--- config.mk ---
export PLATFORM = sky130hd
export DESIGN_NAME = reg_file_sequencer
export DESIGN_NICKNAME = d
export VERILOG_FILES = /design/src/rtl/reg_file_sequencer.sv
export SDC_FILE = /design/constraint.sdc
export NUM_CORES = 1
export LEC_CHECK = 0
export BUFFER_PORTS_ARGS = -buffer_cell sky130_fd_sc_hd__buf_2
export CAP_MARGIN = 20
export CORE_MARGIN = 2
export CORE_UTILIZATION = 58
export DETAILED_ROUTE_END_ITERATION = 7
export GPL_TIMING_DRIVEN = 0
export PLACE_DENSITY = 0.88
export SLEW_MARGIN = 20
export SYNTH_ARGS = -nofsm -noshare
export SYNTH_HDL_FRONTEND = slang
export SYNTH_SLANG_ARGS = --single-unit
export TNS_END_PERCENT = 20
--- constraint.sdc ---
create_clock -name clk -period 6.7 [get_ports clk]
set_input_delay 0 -clock clk [delete_from_list [all_inputs] [get_ports clk]]
set_output_delay 0 -clock clk [all_outputs]
set_load 0.02 [all_outputs]
--- src/rtl/reg_file_sequencer.sv ---
// Command sequencer for the 8086 general-register file: reads two operands, runs an 8-bit ALU op,
// updates ZF/CF/SF and writes the result back, one command in flight at a time.
module reg_file_sequencer #(
    parameter int DATA_W = 8,
    parameter int ADDR_W = 3
) (
    input  logic              clk,
    input  logic              rst,
    input  logic              cmd_valid,
    output logic              cmd_ready,
    input  logic [2:0]        cmd_op,
    input  logic [ADDR_W-1:0] cmd_dst,
    input  logic [ADDR_W-1:0] cmd_src,
    output logic              done,
    output logic              err,
    output logic [DATA_W-1:0] result,
    output logic              zf,
    output logic              cf,
    output logic              sf,
    output logic [ADDR_W-1:0] read_addr1,
    output logic [ADDR_W-1:0] read_addr2,
    input  logic [DATA_W-1:0] read_data1,
    input  logic [DATA_W-1:0] read_data2,
    output logic [ADDR_W-1:0] write_addr,
    output logic [DATA_W-1:0] write_data,
    output logic              write_enable,
    input  logic [ADDR_W-1:0] dbg_addr,
    output logic [ADDR_W-1:0] read_addr3,
    input  logic [DATA_W-1:0] read_data3,
    output logic [DATA_W-1:0] dbg_data
);

    localparam logic [2:0] StIdle = 3'd0;
    localparam logic [2:0] StRead = 3'd1;
    localparam logic [2:0] StExec = 3'd2;
    localparam logic [2:0] StWb   = 3'd3;
    localparam logic [2:0] StDone = 3'd4;

    localparam logic [2:0] OpMov = 3'b000;
    localparam logic [2:0] OpAdd = 3'b001;
    localparam logic [2:0] OpSub = 3'b010;
    localparam logic [2:0] OpAnd = 3'b011;
    localparam logic [2:0] OpOr  = 3'b100;
    localparam logic [2:0] OpXor = 3'b101;
    localparam logic [2:0] OpInc = 3'b110;
    localparam logic [2:0] OpCmp = 3'b111;

    logic [2:0]        state_q, state_d;
    logic [2:0]        op_q, op_d;
    logic [ADDR_W-1:0] dst_q, dst_d;
    logic [ADDR_W-1:0] src_q, src_d;
    logic [DATA_W-1:0] a_q, a_d;
    logic [DATA_W-1:0] b_q, b_d;
    logic [DATA_W-1:0] result_q, result_d;
    logic              zf_q, zf_d;
    logic              cf_q, cf_d;
    logic              sf_q, sf_d;
    logic              err_q, err_d;

    logic              accept;
    logic              addr_bad;
    logic [DATA_W-1:0] alu_res;
    logic              alu_zf, alu_cf, alu_sf;

    assign accept   = (state_q == StIdle) && cmd_valid;
    // Only AX..DX exist; any upper address bit set rejects the command.
    assign addr_bad = (|cmd_dst[ADDR_W-1:2]) || (|cmd_src[ADDR_W-1:2]);

    always_comb begin
        alu_res = result_q;
        alu_zf  = zf_q;
        alu_cf  = cf_q;
        alu_sf  = sf_q;
        unique case (op_q)
            OpMov:        alu_res = b_q;
            OpAdd:        {alu_cf, alu_res} = {1'b0, a_q} + {1'b0, b_q};
            OpSub, OpCmp: {alu_cf, alu_res} = {1'b0, a_q} - {1'b0, b_q};
            OpAnd: begin
                alu_res = a_q & b_q;
                alu_cf  = 1'b0;
            end
            OpOr: begin
                alu_res = a_q | b_q;
                alu_cf  = 1'b0;
            end
            OpXor: begin
                alu_res = a_q ^ b_q;
                alu_cf  = 1'b0;
            end
            OpInc:        alu_res = a_q + DATA_W'(1);
            default:      alu_res = result_q;
        endcase
        if (op_q != OpMov) begin
            alu_zf = (alu_res == '0);
            alu_sf = alu_res[DATA_W-1];
        end
    end

    always_comb begin
        state_d  = state_q;
        op_d     = op_q;
        dst_d    = dst_q;
        src_d    = src_q;
        a_d      = a_q;
        b_d      = b_q;
        result_d = result_q;
        zf_d     = zf_q;
        cf_d     = cf_q;
        sf_d     = sf_q;
        err_d    = err_q;
        unique case (state_q)
            StIdle: begin
                if (accept) begin
                    op_d    = cmd_op;
                    dst_d   = cmd_dst;
                    src_d   = cmd_src;
                    err_d   = addr_bad;
                    state_d = addr_bad ? StDone : StRead;
                end
            end
            StRead: begin
                a_d     = read_data1;
                b_d     = read_data2;
                state_d = StExec;
            end
            StExec: begin
                result_d = alu_res;
                zf_d     = alu_zf;
                cf_d     = alu_cf;
                sf_d     = alu_sf;
                state_d  = StWb;
            end
            StWb:    state_d = StDone;
            StDone:  state_d = StIdle;
            default: state_d = StIdle;
        endcase
    end

    always_ff @(posedge clk or posedge rst) begin
        if (rst) begin
            state_q  <= StIdle;
            op_q     <= OpMov;
            dst_q    <= '0;
            src_q    <= '0;
            a_q      <= '0;
            b_q      <= '0;
            result_q <= '0;
            zf_q     <= 1'b0;
            cf_q     <= 1'b0;
            sf_q     <= 1'b0;
            err_q    <= 1'b0;
        end else begin
            state_q  <= state_d;
            op_q     <= op_d;
            dst_q    <= dst_d;
            src_q    <= src_d;
            a_q      <= a_d;
            b_q      <= b_d;
            result_q <= result_d;
            zf_q     <= zf_d;
            cf_q     <= cf_d;
            sf_q     <= sf_d;
            err_q    <= err_d;
        end
    end

    // Write strobe decoded from state so an async reset kills it in the same instant.
    assign write_enable = (state_q == StWb) && (op_q != OpCmp);
    assign write_addr   = dst_q;
    assign write_data   = result_q;
    assign read_addr1   = dst_q;
    assign read_addr2   = src_q;
    assign cmd_ready    = (state_q == StIdle);
    assign done         = (state_q == StDone);
    assign err          = err_q;
    assign result       = result_q;
    assign zf           = zf_q;
    assign cf           = cf_q;
    assign sf           = sf_q;
    assign read_addr3   = dbg_addr;
    assign dbg_data     = read_data3;

endmodule

# Word level (Yosys, flattened, before mapping)
# Index checks and enable logic that the tools add are counted.
# word_totals
ff_bits	40
in_bits	39
output_inout_bits	43
elab_cells	48
# op_classes
add_sub_neg	3
n_eq_ne	13
n_mux	5
bitwise_logic	3
n_reduce_logical	13
# ops
operator	n
$pmux 8 s7	1
$eq 3x3->1 const B	5
$eq 3x2->1 const B	4
$pmux 3 s4	1
$add 8x8->9	1
$sub 8x8->9	1
$add 8x1->8 const B	1
$and 8x8->8	1
$logic_not 8->1	1
$or 8x8->8	1
$xor 8x8->8	1
$eq 3x1->1 const B	2
$logic_not 3->1	2
$mux 3	2
$reduce_and 2->1	3
$reduce_bool 3->1	2
$ne 3x3->1 const B	1
$pmux 1 s3	1
$reduce_or 3->1	1
$logic_and 1x1->1	2
$ne 2x1->1 const B	1
$reduce_or 2->1	1
$logic_or 1x1->1	1

# Longest topological paths before layout
# Gate-level depths: netlist of run 1.
# depth
depth_word	4
mapped_depth	11

# Worst setup path before layout of run 1
# Ideal clock, no wire load.
# synth_path
kind	register -> register
start	reg a_q[5]
end	reg sf_q, in the netlist sf
setup_ps	125
t_arrival_ps	2416
t_required_ps	6575
slack_ps	4160
stages_incl_launch_ff	10
n_path_buf	1
path_cell_list	dfrtp_1 -> inv_1 -> ha_1 -> buf_6 -> or2_4 -> a21oi_1 -> mux2_4 -> a2111oi_4 -> o211ai_2 -> mux2_2
# synth_between
elab_chain_len	2
# synth_rtl
item	line	text
start, declared	52	logic [DATA_W-1:0] a_q, a_d;
start signal, assigned	145	a_q <= '0;
start signal, assigned	157	a_q <= a_d;
$add 8x1->8, or another cell as far along	90	OpInc: alu_res = a_q + DATA_W'(1);
$pmux 8 s7 *	74	unique case (op_q)
end signal, assigned	150	sf_q <= 1'b0;
end signal, assigned	162	sf_q <= sf_d;
end, declared	57	logic sf_q, sf_d;
# Every way passes the cells marked *; elsewhere a longest branch is shown, timed or not.
# A chain may end at the register's enable or synchronous reset.

# Worst setup path after layout of run 1
# layout_path
start	reg a_q[2]
end	reg zf_q, in the netlist zf
# layout_between
elab_chain_len	3
# layout_rtl
item	line	text
$add 8x1->8, or another cell as far along	90	
$pmux 8 s7 *	74	
$logic_not 8->1 *	94	alu_zf = (alu_res == '0);
end signal, assigned	160	zf_q <= zf_d;
end, declared	55	logic zf_q, zf_d;
# Marked as above.

==> results of run 1 <==
==> cell usage after synthesis, types with 4 or more instances <==
cell type	count	area, sq um
nand3b_1	4	30.0
nor2b_1	6	37.5
inv_1	28	105
nand2_1	35	131
or3_1	4	25.0
clkbuf_1	10	37.5
buf_2	7	35.0
nand3_1	8	40.0
nand2b_1	7	43.8
a22o_1	4	35.0
a21oi_1	19	95.1
dfrtp_1	40	1000
o21ai_1	12	60.1
mux2_2	4	45.0
xnor2_1	11	96.3
mux2_1	5	56.3
nor2_1	17	63.8
ha_1	25	313
a211oi_1	6	45.0
nor3_1	8	40.0
buf_4	23	173
o21ai_0	29	145
==> stage by stage <==
step	power (mW)	utilization, %	hold slack, ps	setup WS (ps)	std cells
global route	2.49	77.4	221	3430	548
finish	2.33	77.4	203	3560	548
floorplan	1.64	-	113	4160	372
detailed placement	2.06	70.0	-3.09	3700	513
global placement	2.01	69.6	201	3730	512
CTS	2.29	77.4	215	3680	548
==> critical path: stages, from the launching register on <==
cell     delay [ps]
dfrtp_1         500
inv_1           110
ha_1            290
buf_2           190
nor3_1           80
a211o_1         350
a311o_1         410
mux2i_1         130
o32ai_1         590
nand4_1         230
o21ai_1         170
==> worst paths after layout <==
kind                            endpoint           from  slack (ps)  cells after the start
max                                   zf         a_q[2]        3560                     10
min                               b_q[7]            rst         200                      3
max reg2reg                           zf         a_q[2]        3560                     10
min reg2reg                read_addr2[2]  read_addr2[2]         500                      1
max in group asynchronous         b_q[3]            rst        6020                      4
min in group clk             dbg_data[2]  read_data3[2]         220                      2
==> sequential cells by signal, indices dropped and copies added (netlist names) <==
signal	flops
read_addr1	3
a_q	8
cf	1
err	1
op_q	3
result	8
state_q	3
read_addr2	3
b_q	8
sf	1
zf	1
==> layout by cell type, fill, tap and decap left out, drive strengths merged, types with 3 or more instances in the layout <==
| master | Yosys | routed |
|---|---|---|
| o21ai | 41 | 41 |
| a32oi | 3 | 3 |
| or3 | 4 | 4 |
| o211ai | 3 | 3 |
| dlygate4sd3 | 0 | 27 |
| or2 | 3 | 3 |
| nand2b | 7 | 7 |
| a211oi | 6 | 6 |
| dfrtp | 40 | 40 |
| clkbuf | 11 | 16 |
| nor2 | 17 | 17 |
| nand2 | 35 | 35 |
| o22ai | 3 | 3 |
| a22o | 4 | 4 |
| ha | 25 | 25 |
| xnor2 | 11 | 11 |
| nor3 | 8 | 8 |
| a21oi | 19 | 19 |
| nand3b | 4 | 4 |
| inv | 30 | 31 |
| buf | 33 | 104 |
| mux2 | 10 | 10 |
| o32ai | 3 | 3 |
| nand3 | 8 | 8 |
| nor3b | 3 | 3 |
| nor2b | 6 | 6 |
==> cells by family after synthesis <==
logic type | synth area share, %
fa+ha+maj | 11.1
compound gates | 21.9
mux | 3.97
flops | 31.4
buf+inv | 12.0
simple gates | 16.3
xor+xnor | 3.30
==> report_power, final <==
| part | switching [mW] | internal [mW] | total (mW) |
|---|---|---|---|
| logic | 0.991 | 0.655 | 1.65 |
| clock network | 0.0972 | 0.112 | 0.210 |
| registers | 0.116 | 0.359 | 0.476 |
| total | 1.20 | 1.13 | 2.33 |
==> cell type report <==
cell class	count	area, sq um
clock buffer	5	68.8
multi-input combinational	258	1800
buffer	44	269
clock inverter	3	46.3
timing repair buffer	98	641
inverter	30	113
sequential	40	1000
fill	386	1180
tap	70	87.6
==> routing by layer <==
layer	wire length [microns]	global-route usage, %	part of all wire (%)	vias up
li1	-	-	-	1487
met1	3650	38.0	39	1538
met2	4590	52.4	49	190
met3	718	5.75	7.7	42
met4	351	14.9	3.8	0
met5	0	0	0	-
==> run summary, run 1 <==
status: complete, no violations
Mean Syn Cell Area: 8.56 sq um
Synth Cell Area: 0.00318 sq mm
Core ar.: 0.00520 sq mm
number of routed nets with antenna violations: 0
starting density of the core: 61.2%
post-CTS setup buffers: 0
cts bufs inserted: 5
post-route cell area: 0.00403 sq mm
power density over cell area: 579 mW/mm^2
Synth Register Bits: 40
Worst-path clk slew: 100 ps
Slew HR: 49.8%
Clock Skew: 16.7 ps
Worst setup EP type: flip-flop
largest net degree at the start of global routing: 27
crit path DAT: 3370 ps
cts hold-fix bufs: 27
f_max: 319 MHz
Pleak: 1.88 nW
residual DRC count: 0
I/O pin cnt: 82
Die X: 78.1 microns
Synth cell types: 64
Diodes inserted: 0
CP Launch Type: flip-flop
min Tclk post-route: 3140 ps
Worst Path Required: 6930 ps
DIE AREA: 0.00610 sq mm
Core Rows: 26
Synthesized Nets: 438
Synth Warn #: 0
RSZ-0062 raised after global routing: no
count of port buffers added during placement: 70
register area share after synthesis: 31.4%
Primary FF master, synth: dfrtp_1
CTS resizes: 0
Layout Nets: 543
transition time of the tightest slew-check pin: 751 ps
Hold Vio Cnt, Final: 0
# setup viols final: 0
layout cells sized above 1: 26.4%
hold crit path type: in -> async
DR vias/cell: 5.94
DP HPWL: 6.67 mm
routed wire length: 9.31 mm
routed via count: 3,257
Post-Route Setup TNS: 0 ps
Setup CP Type: reg -> reg
overall routing resource usage: 30.9%
Placer Congestion: 0.983
grt total ovfl: 0
number of global-route vias before repair: 3,129
area post-placement: 0.00364 sq mm
max-cap viol count: 0
DRT Pass-1 Iters: 5
Clock Path Buffers: 2
Area Overhead vs Synth: 26.5%
TritonCTS Sinks: 40
Mapped Cells: 372
H-tree lvl count: 2
drt initial violations: 293
chip height: 78.1 microns
ys async rst share: 100%
period utilisation layout: 46.8%
routed length per instance: 17.0 microns
Post-synth EDFFs: 0
VDD IR max: 298 uV
CP max FO: 8
clk_lat worst skew: 310 ps
initial antenna violation count: 0
clk root buf: clkbuf_8
TritonCTS clock tree: built
Final Max Tran Viols: 0
first-pass GRT wire length: 14.8 mm
No activity file was read; power rests on OpenSTA's default activity.
==> run 2, diff against run 1 <==
Settings changed: CORE_UTILIZATION 58 to 54, PLACE_DENSITY 0.88 to 0.83.
Clock period 6.7 ns to 2.9 ns, I/O delays scaled along.
==> run summary, run 2 (same netlist as run 1, synthesis figures left out) <==
chip height: 80.8 microns (was 78.1 microns)
Hold Path Stages: 2
I/O pin cnt: 82 (unchanged)
routed wire length: 8.66 mm (was 9.31 mm)
Placer Congestion: 0.909 (was 0.983)
Worst Path Required: 3090 ps (was 6930 ps)
initial antenna violation count: 0 (unchanged)
Critical R2R Launch: a_q[5] (was a_q[2])
first-pass GRT wire length: 14.2 mm (was 14.8 mm)
cts bufs inserted: 5 (unchanged)
Layout Nets: 543 (unchanged)
CP Launch Type: flip-flop (unchanged)
transition time of the tightest slew-check pin: 771 ps (was 751 ps)
CP peak stage delay: 420 ps (was 590 ps)
Pleak: 1.89 nW (was 1.88 nW)
most common cell after layout, fill and taps aside: buf_2 (unchanged)
power density over cell area: 1320 mW/mm^2 (was 579 mW/mm^2)
crit path DAT: 2900 ps (was 3370 ps)
Hold Vio Cnt, Final: 0 (unchanged)
hold crit path type: in -> out (was in -> async)
status: complete, no violations (unchanged)
CP max FO: 10 (was 8)
largest net degree at the start of global routing: 25 (was 27)
Worst setup EP type: flip-flop (unchanged)
routed length per instance: 15.8 microns (was 17.0 microns)
Slew HR: 48.5% (was 49.8%)
number of routed nets with antenna violations: 0 (unchanged)
RSZ-0062 raised after global routing: no (unchanged)
Setup CP Type: reg -> reg (unchanged)
Worst-path clk slew: 90 ps (was 100 ps)
f_max: 370 MHz (was 319 MHz)
critical path cell sequence: inv_1 > ha_1 > buf_6 > or2_4 > a21oi_2 > mux2_4 > a2111oi_4 > o211ai_2 > mux2_2 (was inv_1 > ha_1 > buf_2 > nor3_1 > a211o_1 > a311o_1 > mux2i_1 > o32ai_1 > nand4_1 > o21ai_1)
Core ar.: 0.00561 sq mm (was 0.00520 sq mm)
Hold EP: dbg_data[5]
post-route cell area: 0.00404 sq mm (was 0.00403 sq mm)
starting density of the core: 56.8% (was 61.2%)
DRT Pass-1 Iters: 6 (was 5)
Post-Route Setup TNS: 0 ps (unchanged)
routed via count: 3,087 (was 3,257)
DIE AREA: 0.00652 sq mm (was 0.00610 sq mm)
drt initial violations: 234 (was 293)
period utilisation layout: 93.3% (was 46.8%)
TritonCTS Sinks: 40 (unchanged)
Area Overhead vs Synth: 27.0% (was 26.5%)
Worst Path Buf+Inv: 2 (unchanged)
number of global-route vias before repair: 2,962 (was 3,129)
overall routing resource usage: 28.5% (was 30.9%)
TritonCTS clock tree: built (unchanged)
max-cap viol count: 0 (unchanged)
min Tclk post-route: 2700 ps (was 3140 ps)
worst hold margin: 217 ps (was 203 ps)
post-CTS setup buffers: 0 (unchanged)
Layout fillers: 435 (was 386)
largest delay contributor family on the critical path: compound AO/OA/AOI/OAI gates (unchanged)
# setup viols final: 0 (unchanged)
Slowest cell on crit path: dfrtp_1 (was o32ai_1)
DR vias/cell: 5.61 (was 5.94)
VDD IR max: 694 uV (was 298 uV)
Final Max Tran Viols: 0 (unchanged)
area post-placement: 0.00365 sq mm (was 0.00364 sq mm)
grt total ovfl: 0 (unchanged)
most frequent cells in the layout: buf_2, dfrtp_1, nand2_1 (unchanged)
Clock Path Buffers: 2 (unchanged)
Critical R2R Capture: sf (was zf)
Clock Skew: 11.1 ps (was 16.7 ps)
reg2reg setup slack: 200 ps (was 3560 ps)
Die X: 80.8 microns (was 78.1 microns)
DP HPWL: 6.53 mm (was 6.67 mm)
clk_lat worst skew: 310 ps (about the same)
count of port buffers added during placement: 70 (unchanged)
Core Rows: 27 (was 26)
layout cells sized above 1: 26.8% (was 26.4%)
Worst Hold Launch: read_data3[5]
Core Util, Final: 72.1% (was 77.4%)
clk root buf: clkbuf_8 (unchanged)
R2R depth: 9 (was 10)
residual DRC count: 0 (unchanged)
Diodes inserted: 0 (unchanged)
H-tree lvl count: 2 (unchanged)
## run 2: cell types whose count changed in the layout (fill, tap and decap cells not counted), sizes merged
cell    before  now
clkinv       0    1
inv         31   30
## run 2: layer usage
metal / share of wire (%) / global-route usage [%]
met1: 44 / 36.2
met2: 48 / 50.5
met3: 6.7 / 3.00
met4: 1.6 / 9.66
met5: 0 / 0
## run 2: what timing repair did
action	CTS	global route
hold endpoints to repair	67	0
gates resized for setup	0	2
hold buffers	27	0
setup endpoints to repair	0	1
## run 2: how the worst max path moves through the flow
| stage | from | to | slack [ps] | depth (start not counted) |
|---|---|---|---|---|
| 3_3_place_gp | a_q[2] | zf | 170 | 10 |
| 5_1_grt | a_q[2] | zf | 8 | 10 |
| 2_1_floorplan | a_q[5] | sf | 360 | 9 |
| 3_5_place_dp | a_q[1] | zf | 160 | 9 |
| 4_1_cts | a_q[1] | zf | 140 | 9 |
| 6_report | a_q[5] | sf | 200 | 9 |
## run 2: metrics by stage
stage	std cells	total power, mW	worst slack (ps)
CTS	550	5.26	136
global route	550	5.78	7.54
detailed placement	515	4.74	163
floorplan	372	3.79	360
global placement	514	4.64	169
finish	550	5.35	195
## run 2: area by class of cell
type | count | area [sq um] | area share [%]
Multi-Input combinational cell | 258 | 1810 | 44.8
Clock buffer | 5 | 68.8 | 1.70
Inverter | 30 | 113 | 2.78
Buffer | 44 | 269 | 6.65
Sequential cell | 40 | 1000 | 24.8
Tap cell | 72 | 90.1 | 2.23
Clock inverter | 3 | 42.5 | 1.05
Timing Repair Buffer | 98 | 648 | 16.0
## run 2: power by group
group          leakage (nW)  internal [mW]  switching (mW)
sequential            0.490          0.831           0.257
combinational          1.34           1.54            2.25
clock                0.0541          0.255           0.218
==> run 3, diff against run 2 <==
--- a/config.mk
+++ b/config.mk
@@ -7,9 +7,9 @@
 export LEC_CHECK = 0
-export BUFFER_PORTS_ARGS = -buffer_cell sky130_fd_sc_hd__buf_2
 export CAP_MARGIN = 20
 export CORE_MARGIN = 2
-export CORE_UTILIZATION = 54
+export CORE_UTILIZATION = 64
 export DETAILED_ROUTE_END_ITERATION = 7
+export DONT_BUFFER_PORTS = 1
 export GPL_TIMING_DRIVEN = 0
-export PLACE_DENSITY = 0.83
+export PLACE_DENSITY = 0.82
 export SLEW_MARGIN = 20
==> constraint.sdc (replaced) <==
create_clock -name clk -period 2.9 [get_ports clk]
set_input_delay 0.435 -clock clk [delete_from_list [all_inputs] [get_ports clk]]
set_output_delay 0.435 -clock clk [all_outputs]
set_load 0.02 [all_outputs]
==> run summary, run 3 (same netlist as run 1, synthesis figures left out) <==
status: complete, no violations (unchanged)
min Tclk post-route: 2730 ps (was 2700 ps)
CTS resizes: 0 (unchanged)
Final Max Tran Viols: 0 (unchanged)
DRT Pass-1 Iters: 5 (was 6)
routed wire length: 8.35 mm (was 8.66 mm)
starting density of the core: 66.9% (was 56.8%)
DP HPWL: 6.12 mm (was 6.53 mm)
f_max: 367 MHz (was 370 MHz)
CP max FO: 10 (unchanged)
Clock Path Buffers: 2 (unchanged)
hold crit path type: in -> async (was in -> out)
Clock Skew: 10.0 ps (was 11.1 ps)
largest net degree at the start of global routing: 25 (unchanged)
RSZ-0062 raised after global routing: no (unchanged)
chip height: 74.5 microns (was 80.8 microns)
Slew HR: 50.1% (was 48.5%)
Post-Route Setup TNS: 0 ps (unchanged)
Setup CP Type: reg -> reg (unchanged)
H-tree lvl count: 2 (unchanged)
transition time of the tightest slew-check pin: 747 ps (was 771 ps)
layout cells sized above 1: 15.3% (was 26.8%)
most common cell after layout, fill and taps aside: dfrtp_1 (was buf_2)
most frequent cells in the layout: dfrtp_1, nand2_1, o21ai_0 (was buf_2, dfrtp_1, nand2_1)
grt total ovfl: 0 (unchanged)
number of routed nets with antenna violations: 0 (unchanged)
max-cap viol count: 0 (unchanged)
TritonCTS Sinks: 40 (unchanged)
routed via count: 2,767 (was 3,087)
Placer Congestion: 0.949 (was 0.909)
post-CTS setup buffers: 0 (unchanged)
Die X: 74.5 microns (was 80.8 microns)
# setup viols final: 0 (unchanged)
Worst setup EP type: flip-flop (unchanged)
routed length per instance: 18.7 microns (was 15.8 microns)
clk root buf: clkbuf_8 (unchanged)
clk_lat worst skew: 300 ps (was 310 ps)
Diodes inserted: 0 (unchanged)
Layout Nets: 446 (was 543)
cts hold-fix bufs: 0 (was 27)
initial antenna violation count: 0 (unchanged)
Area Overhead vs Synth: 6.45% (was 27.0%)
residual DRC count: 0 (unchanged)
first-pass GRT wire length: 13.0 mm (was 14.2 mm)
overall routing resource usage: 31.7% (was 28.5%)
cts bufs inserted: 5 (unchanged)
DIE AREA: 0.00555 sq mm (was 0.00652 sq mm)
I/O pin cnt: 82 (unchanged)
Core Rows: 25 (was 27)
number of global-route vias before repair: 2,541 (was 2,962)
crit path DAT: 2920 ps (was 2900 ps)
DR vias/cell: 6.19 (was 5.61)
count of port buffers added during placement: 0 (was 70)
Worst-path clk slew: 90 ps (about the same)
CP Launch Type: flip-flop (unchanged)
Worst Path Required: 3090 ps (about the same)
Core ar.: 0.00475 sq mm (was 0.00561 sq mm)
drt initial violations: 288 (was 234)
TritonCTS clock tree: built (unchanged)
period utilisation layout: 94.0% (was 93.3%)
Hold Vio Cnt, Final: 0 (unchanged)
[run 3: worst paths after layout]
path	from	endpoint	slack (ps)	cells after the start
max in group asynchronous	rst	a_q[5]	2420	2
worst min-delay path	rst	b_q[5]	5	1
worst min register to register	state_q[2]	state_q[2]	570	1
worst max register to register	a_q[5]	sf	170	9
min in group clk	read_data2[4]	b_q[4]	250	2
worst max-delay path	a_q[5]	sf	170	9
[run 3: per-stage QoR]
step           hold WS, ps  setup WS [ps]  instance area (sq um)  std cells  util, %
2_1_floorplan          504            360                   3180        372        -
3_3_place_gp           534           90.7                   3270        439     68.7
3_5_place_dp           337           77.2                   3290        440     69.3
4_1_cts               16.0           41.3                   3380        447     71.0
5_1_grt               27.6           51.9                   3390        447     71.3
6_report              5.03            173                   3390        447     71.3
[run 3: critical path, cell delays in order, from the launching register on]
cell and delay [ps]:
dfrtp_2 470, inv_1 160, ha_1 260, buf_6 140
or2_4 260, a21oi_2 200, mux2_4 330, a2111oi_4 350
o211ai_2 150, mux2_2 290
[run 3: area by class of cell]
type,count,area (sq um)
Inverter,30,113
Fill cell,396,1370
Buffer,44,269
Timing Repair Buffer,1,27.5
Multi-Input combinational cell,258,1810
Tap cell,67,83.8
Sequential cell,40,1000
Clock buffer,5,68.8
Clock inverter,2,12.5
[run 3: layer usage]
metal  GRT usage [%]  up-vias  part of all wire (%)
li1                -     1290                     -
met1            44.4     1327                    43
met2            48.7      128                    46
met3            7.59       22                   7.7
met4            10.5        0                   2.4
met5               0        -                     0
Power of run 3 is left out: the tool's default activity adds up to more than one toggle a clock period on the data nets, which glitch-free logic cannot reach.
